## src/rtl/bcd_display_mux_if.sv

```systemverilog
// Digit-source / display-pin bundle for bcd_display_mux.
// The master drives the BCD digits, dp requests and load strobe; the slave drives the display pins.
interface bcd_display_mux_if;
   logic [15:0] digits;
   logic [3:0]  dp_in;
   logic        load;
   logic [3:0]  anode;
   logic [6:0]  seg;
   logic        dp;

   modport master (output digits, dp_in, load, input anode, seg, dp);
   modport slave  (input digits, dp_in, load, output anode, seg, dp);
endinterface

```

## src/rtl/bcd_display_mux.sv

```systemverilog
// Snapshots four BCD digits on load and scans them onto a 4-digit common-anode display.
// Optional feature macro: LEADING_ZERO_BLANK_EN (blanks leading zeros on digits 3..1).
module bcd_display_mux #(
   parameter int unsigned REFRESH_DIV = 50000
) (
   input  logic            clk,
   input  logic            reset,
   bcd_display_mux_if.slave bus
);
   localparam int unsigned PW = (REFRESH_DIV > 1) ? $clog2(REFRESH_DIV) : 1;

   logic [3:0][3:0] snap_q, snap_d;
   logic [3:0]      dps_q, dps_d;
   logic [PW-1:0]   presc_q, presc_d;
   logic [1:0]      idx_q, idx_d;
   logic [3:0]      anode_q, anode_d;
   logic [6:0]      seg_q, seg_d;
   logic            dp_q, dp_d;
   logic [3:0]      cur_digit;
   logic            blank;

   function automatic logic [6:0] seg_decode(input logic [3:0] d);
      case (d)
         4'd0:    seg_decode = 7'b1000000;
         4'd1:    seg_decode = 7'b1111001;
         4'd2:    seg_decode = 7'b0100100;
         4'd3:    seg_decode = 7'b0110000;
         4'd4:    seg_decode = 7'b0011001;
         4'd5:    seg_decode = 7'b0010010;
         4'd6:    seg_decode = 7'b0000010;
         4'd7:    seg_decode = 7'b1111000;
         4'd8:    seg_decode = 7'b0000000;
         4'd9:    seg_decode = 7'b0010000;
         default: seg_decode = 7'b0111111;
      endcase
   endfunction

`ifdef LEADING_ZERO_BLANK_EN
   // blank_mask[i]: digit i and every more-significant digit are zero; digit0 never blanks
   logic [3:0] blank_mask;
   always_comb begin
      blank_mask[3] = (snap_q[3] == 4'd0);
      blank_mask[2] = blank_mask[3] && (snap_q[2] == 4'd0);
      blank_mask[1] = blank_mask[2] && (snap_q[1] == 4'd0);
      blank_mask[0] = 1'b0;
      blank         = blank_mask[idx_q];
   end
`else
   assign blank = 1'b0;
`endif

   always_comb begin
      snap_d    = bus.load ? bus.digits : snap_q;
      dps_d     = bus.load ? bus.dp_in  : dps_q;
      presc_d   = presc_q + PW'(1);
      idx_d     = idx_q;
      if (presc_q == PW'(REFRESH_DIV - 1)) begin
         presc_d = '0;
         idx_d   = idx_q + 2'd1;
      end
      // Outputs come only from registered state, so a load never tears a lit digit
      cur_digit = snap_q[idx_q];
      anode_d   = ~(4'b0001 << idx_q);
      seg_d     = blank ? 7'b1111111 : seg_decode(cur_digit);
      dp_d      = ~dps_q[idx_q];
   end

   always_ff @(posedge clk) begin
      if (reset) begin
         snap_q  <= '0;
         dps_q   <= '0;
         presc_q <= '0;
         idx_q   <= '0;
         anode_q <= 4'b1110;
         seg_q   <= 7'b1000000;
         dp_q    <= 1'b1;
      end else begin
         snap_q  <= snap_d;
         dps_q   <= dps_d;
         presc_q <= presc_d;
         idx_q   <= idx_d;
         anode_q <= anode_d;
         seg_q   <= seg_d;
         dp_q    <= dp_d;
      end
   end

   assign bus.anode = anode_q;
   assign bus.seg   = seg_q;
   assign bus.dp    = dp_q;
endmodule

```

## src/flat_wrapper.sv

```systemverilog
// flat-port wrapper written by rule: the top's interface ports become plain ports
module bcd_display_mux_flat 
#(
   parameter int unsigned REFRESH_DIV = 50000
)
  (clk, reset, bus_digits, bus_dp_in, bus_load, bus_anode, bus_seg, bus_dp);
  bcd_display_mux_if bus_i ();
  input  logic clk;
  input  logic reset;
  input wire logic [$bits(bus_i.digits)-1:0] bus_digits;
  input wire logic [$bits(bus_i.dp_in)-1:0] bus_dp_in;
  input wire logic [$bits(bus_i.load)-1:0] bus_load;
  output wire logic [$bits(bus_i.anode)-1:0] bus_anode;
  output wire logic [$bits(bus_i.seg)-1:0] bus_seg;
  output wire logic [$bits(bus_i.dp)-1:0] bus_dp;
  assign bus_i.digits = bus_digits;
  assign bus_i.dp_in = bus_dp_in;
  assign bus_i.load = bus_load;
  assign bus_anode = bus_i.anode;
  assign bus_seg = bus_i.seg;
  assign bus_dp = bus_i.dp;
  bcd_display_mux #(.REFRESH_DIV(REFRESH_DIV)) u_core (.clk(clk), .reset(reset), .bus(bus_i));
endmodule
```

## config.mk

```make
export PLATFORM = sky130hd
export DESIGN_NAME = bcd_display_mux_flat
export DESIGN_NICKNAME = d
export VERILOG_FILES = /design/src/rtl/bcd_display_mux_if.sv /design/src/rtl/bcd_display_mux.sv /design/src/flat_wrapper.sv
export SDC_FILE = /design/constraint.sdc
export NUM_CORES = 1
export LEC_CHECK = 0
export ABC_CLOCK_PERIOD_IN_PS = 1740
export CAP_MARGIN = 30
export CORE_MARGIN = 4
export CORE_UTILIZATION = 47
export CTS_CLUSTER_DIAMETER = 150
export CTS_CLUSTER_SIZE = 28
export DETAILED_ROUTE_END_ITERATION = 12
export HOLD_SLACK_MARGIN = 0.02
export PLACE_DENSITY = 0.86
export SYNTH_ARGS = -nofsm -noshare
export SYNTH_HDL_FRONTEND = slang
export SYNTH_SLANG_ARGS = --single-unit
```

## constraint.sdc

```tcl
create_clock -name clk -period 1.74 [get_ports clk]
set_input_delay 0.174 -clock clk [delete_from_list [all_inputs] [get_ports clk]]
set_output_delay 0.174 -clock clk [all_outputs]
set_load 0.1 [all_outputs]
```

* After elaboration in Yosys (flattened, before gate mapping)
Memories as Yosys holds them, arrays and structs flattened. A register that Yosys moved wholly into a read port is not among the register bits.
Cells that the tools add are included.
** Storage, ports and cells
- Bits in registers :: 43
- Latch bits :: 0
- Memory bits (writable) :: 0
- ROM bits :: 112
- Input bits :: 23
- Output and inout port bits :: 12
- Logic and storage cells :: 22
- Memories :: 1
** Cells by class
- Add/sub/neg operators :: 2
- Multipliers :: 0
- Divide/modulo/power cells :: 0
- $lt $le $gt $ge :: 1
- Eq/ne operators :: 1
- Shift-type cells :: 1
- Mux-type cells :: 4
- Bitwise gates (word level) :: 2
- Reduce and logical (&&, ||, !) cells :: 1
** Memory list
- (name not given) :: depth 16, width 7, read ports 1, clocked after memory_dff 1, write ports 0, line bcd_display_mux.sv:23 : case (d)
** Operator list (count)
- 16-bit by 1-bit adder with 16-bit output, second input constant :: 1
- 16-bit == test, second input constant :: 1
- 4-bit binary-select mux with 2-bit select :: 1
- 4-bit two-way mux :: 1
- 4-bit inverter :: 1
- 1-bit by 2-bit left shift with 4-bit output, first input constant :: 1
- 2-bit by 3-bit less-than comparator with 1-bit output, second input constant :: 1
- 2-bit by 1-bit adder with 2-bit output, second input constant :: 1
- 1-bit binary-select mux with 2-bit select :: 1
- 2-bit OR reduction :: 1
- 1-bit two-way mux :: 1
- 1-bit inverter :: 1

* Longest topological paths before layout
- Word-level depth :: 3
- Depth in mapped cells :: 8
- Depth with buffers taken out :: 6

* Worst setup path before layout
No wires, ideal clock.
- Path kind :: register to register
- From :: register u_core.idx_q[0]
- To :: register u_core.seg_q[3], in the netlist u_core.bus.seg[3]
- Setup time :: 0.133 ns
- Arrival time :: 1.734 ns
- Required time :: 1.607 ns
- Setup slack :: -0.127 ns
- Cell stages (with the launch flop) :: 7
- Buffers on the path :: 1
- Period minus slack after synthesis :: 1.867 ns
- Cell sequence :: dfxtp_1 > buf_6 > mux4_1 > ha_1 > or2_1 > a21oi_2 > a211oi_1
** Between the ends
- Longest elaborated chain between the ends :: 2
** RTL lines
- from (decl) :: line bcd_display_mux.sv:15 : logic [1:0] idx_q, idx_d;
- from (signal assigned) :: line bcd_display_mux.sv:81 : idx_q <= idx_d;
- 4-bit binary-select mux with 2-bit select :: line bcd_display_mux.sv:62 : cur_digit = snap_q[idx_q];
- 4-bit two-way mux (not written as such) :: line bcd_display_mux.sv:62
- to (decl) :: line bcd_display_mux.sv:17 : logic [6:0] seg_q, seg_d;
Every way passes these cells. The select of a mux whose other input is x is not followed.
A chain may end at the register's enable or synchronous reset.

* Final worst setup path
- From :: register u_core.idx_q[0]
- To :: register u_core.seg_q[0], in the netlist u_core.bus.seg[0]
Same word-level chain as after synthesis.

==> flow_summary.ini <==
[floorplanning]
dieArea_mm2 = 0.00572
core_area_mm2 = 0.00438
die_x_um = 75.6
initial_core_util_pct = 49.0
die_h_um = 75.6
core.rowCount = 24
ios = 35

[clock_network]
tritoncts = yes
clkTransAtPathRegs_ns = 0.08
root_buffer = clkbuf_8
clk_path_buf_depth = 2
numCtsBuffers = 5
clk_latency_ns = 0.30
cts.sinks = 50
htreeDepth = 2

[timing]
finalSetupViolCount = 0
maxSlewViolCount = 0
period_minus_slack_ns = 1.67
timing_hold_violations_final = 0
setup_ws_ns = 0.0724
worst_pin_slew_ns = 0.280
fin_tns_setup_ns = 0
slew_headroom_pct = 81.5
min_period_over_period_pct = 95.8
clock.fmax_mhz = 600
fin_skew_ns = 0.00737

[route]
drc = 0
vias = 1555
via_per_inst = 5.12
drt-pass1-iter-count = 4
drtAntennaViolNets = 0
routed_wl_mm = 4.02
first_iter_violations = 88
routedWlPerCell_um = 13.2

[outcome]
status = complete, no violations

[global_route]
grtUsageTotal_pct = 14.8
grt_pass1_vias = 1421
grt_first_pass_wirelength_mm = 6.43
grt_max_degree = 21
grt_antenna_before_repair = 0
grt-ovfl-total = 0

[layout]
antennaDiodeCount = 0
fin_nets = 285
final_cell_mix = dfxtp_1, nor2_1, clkdlybuf4s50_1, mux2i_1, buf_4
fin_util_pct = 60.7
finalNonFillerCells = 304
final_area_mm2 = 0.00266
fillers = 372
layout_commonest_cell = dfxtp_1
syn2layout_area_growth_pct = 23.9
drive_above_1_share_pct = 15.5

[job]
drv_cap = 0

[place]
port_buffers = 34
gp_congestion = 0.782
placed_area_mm2 = 0.00254
hpwl_mm = 2.85
dp_cells = 293
pre_cts_slack_ns = 0.0208

[worst_setup_path]
cp.required_ns = 1.93
r2r_cells = 5
criticalPathCategory = register to register
r2r_slack_ns = 0.07
reg2reg_from = u_core.idx_q[0]
critPathCaptureType = register
startpoint_type = register
r2r_end = u_core.bus.seg[0]
crit_path_max_fanout = 4
arrival_ns = 1.86

[power]
p_leak_nw = 1.12
pwr_density_cell_mw_per_mm2 = 834
peakVddDrop_uv = 379

[logic_synthesis]
syn-cell-area_mm2 = 0.00215
ys_types = 33
ys_seq_area_share_pct = 46.6
ys_ff_latch = 50
avgSynthCellArea_um2 = 10.1
ys_warn_count = 0
netlist_instances = 212
synth_nets = 246

[worst_hold_path]
hold_class = register to register
hold_depth = 1
worstHoldEndpoint = u_core.presc_q[0]
hp-start = u_core.presc_q[0]
layer usage:
layer / vias up / part of all wire, % / global-route usage [%]
met5: - / 0 / 0
met4: 0 / 1.2 / 5.83
met3: 5 / 5.7 / 4.49
met2: 32 / 46 / 22.3
met1: 730 / 47 / 20.0
li1: 788 / - / -
metrics by stage:
| stage | hold WS (ns) | total power, W |
|---|---|---|
| 4_1_cts | 0.479 | 0.00224 |
| 6_report | 0.472 | 0.00222 |
| 5_1_grt | 0.486 | 0.00232 |
| 3_3_place_gp | 0.442 | 0.00156 |
| 3_5_place_dp | 0.462 | 0.00157 |
| 2_1_floorplan | 0.321 | 0.00146 |
cell families (layout without fill, tap and decap cells):
logic type	count (synthesis)	after routing	synth area share (%)
and+or+nand+nor	77	77	18.1
adders and majority gates	11	11	6.41
buffers and inverters	19	59	3.90
muxes	26	26	15.4
AOI/OAI and AO/OA	16	16	4.37
xor gates and xnor gates	13	13	5.30
DFF	50	50	46.6
where the power goes:
part           leakage, nW  switching, W  internal (W)
Sequential           0.410     0.0000229       0.00119
Combinational        0.660      0.000195      0.000142
Clock               0.0482      0.000349      0.000321
Yosys cell counts (all sizes together):
library cell,n,area [um^2]
clkbuf,8,30.0
or3,2,12.5
nand4,5,31.3
inv,6,22.5
o21ai,3,15.0
nand2,5,18.8
dfxtp,50,1000
nor2,40,150
o21bai,1,7.51
a21oi,9,48.8
xnor2,3,26.3
xor2,10,87.6
mux4,5,120
nor4bb,2,20.0
nand3,6,30.0
or2,1,6.26
mux2i,21,210
nor4b,1,8.76
buf,5,31.3
nand2b,7,46.3
and3,2,12.5
and4,3,26.3
nor3,1,5.00
o21a,1,7.51
ha,11,138
nor2b,2,20.0
a211oi,2,15.0
critical path, stage by stage (launching register included):
cell and delay, ns:
dfxtp_4 0.38, mux4_2 0.54, ha_1 0.20, or2_1 0.23, a21oi_2 0.14, nor3_1 0.06
worst max-delay path by stage:
stage / end / depth (start not counted) / startpoint / slack [ns]
2_1_floorplan: u_core.bus.seg[3] / 6 / u_core.idx_q[0] / 0.01
3_3_place_gp: u_core.bus.seg[0] / 5 / u_core.idx_q[0] / 0.06
3_5_place_dp: u_core.bus.seg[0] / 5 / u_core.idx_q[0] / 0.02
4_1_cts: u_core.bus.seg[0] / 5 / u_core.idx_q[0] / 0.01
5_1_grt: u_core.bus.seg[4] / 5 / u_core.idx_q[0] / -0.01
6_report: u_core.bus.seg[0] / 5 / u_core.idx_q[0] / 0.07
state kept, by name, indices dropped and copies added, names as in the netlist:
name	flops
u_core.presc_q	16
u_core.dps_q	4
u_core.bus.anode	4
u_core.bus.seg	7
u_core.snap_q	16
u_core.bus.dp	1
u_core.idx_q	2
timing repair:
action | 4_1_cts | 5_1_grt
buffers inserted | 0 | 3
setup endpoints to repair | 0 | 4
resized for setup | 0 | 2
hold buffers | 0 | 0
final cells by class:
class | count | area, um^2 | share of cell area [%]
clock buffer | 7 | 86.3 | 3.24
clock inverter | 1 | 5.00 | 0.188
inverter | 6 | 22.5 | 0.846
multi-input combinational | 143 | 1060 | 39.8
sequential | 50 | 1000 | 37.8
tap | 52 | 65.1 | 2.44
timing repair buffer | 45 | 418 | 15.7
Note: power is estimated with default switching activity, not from simulation.
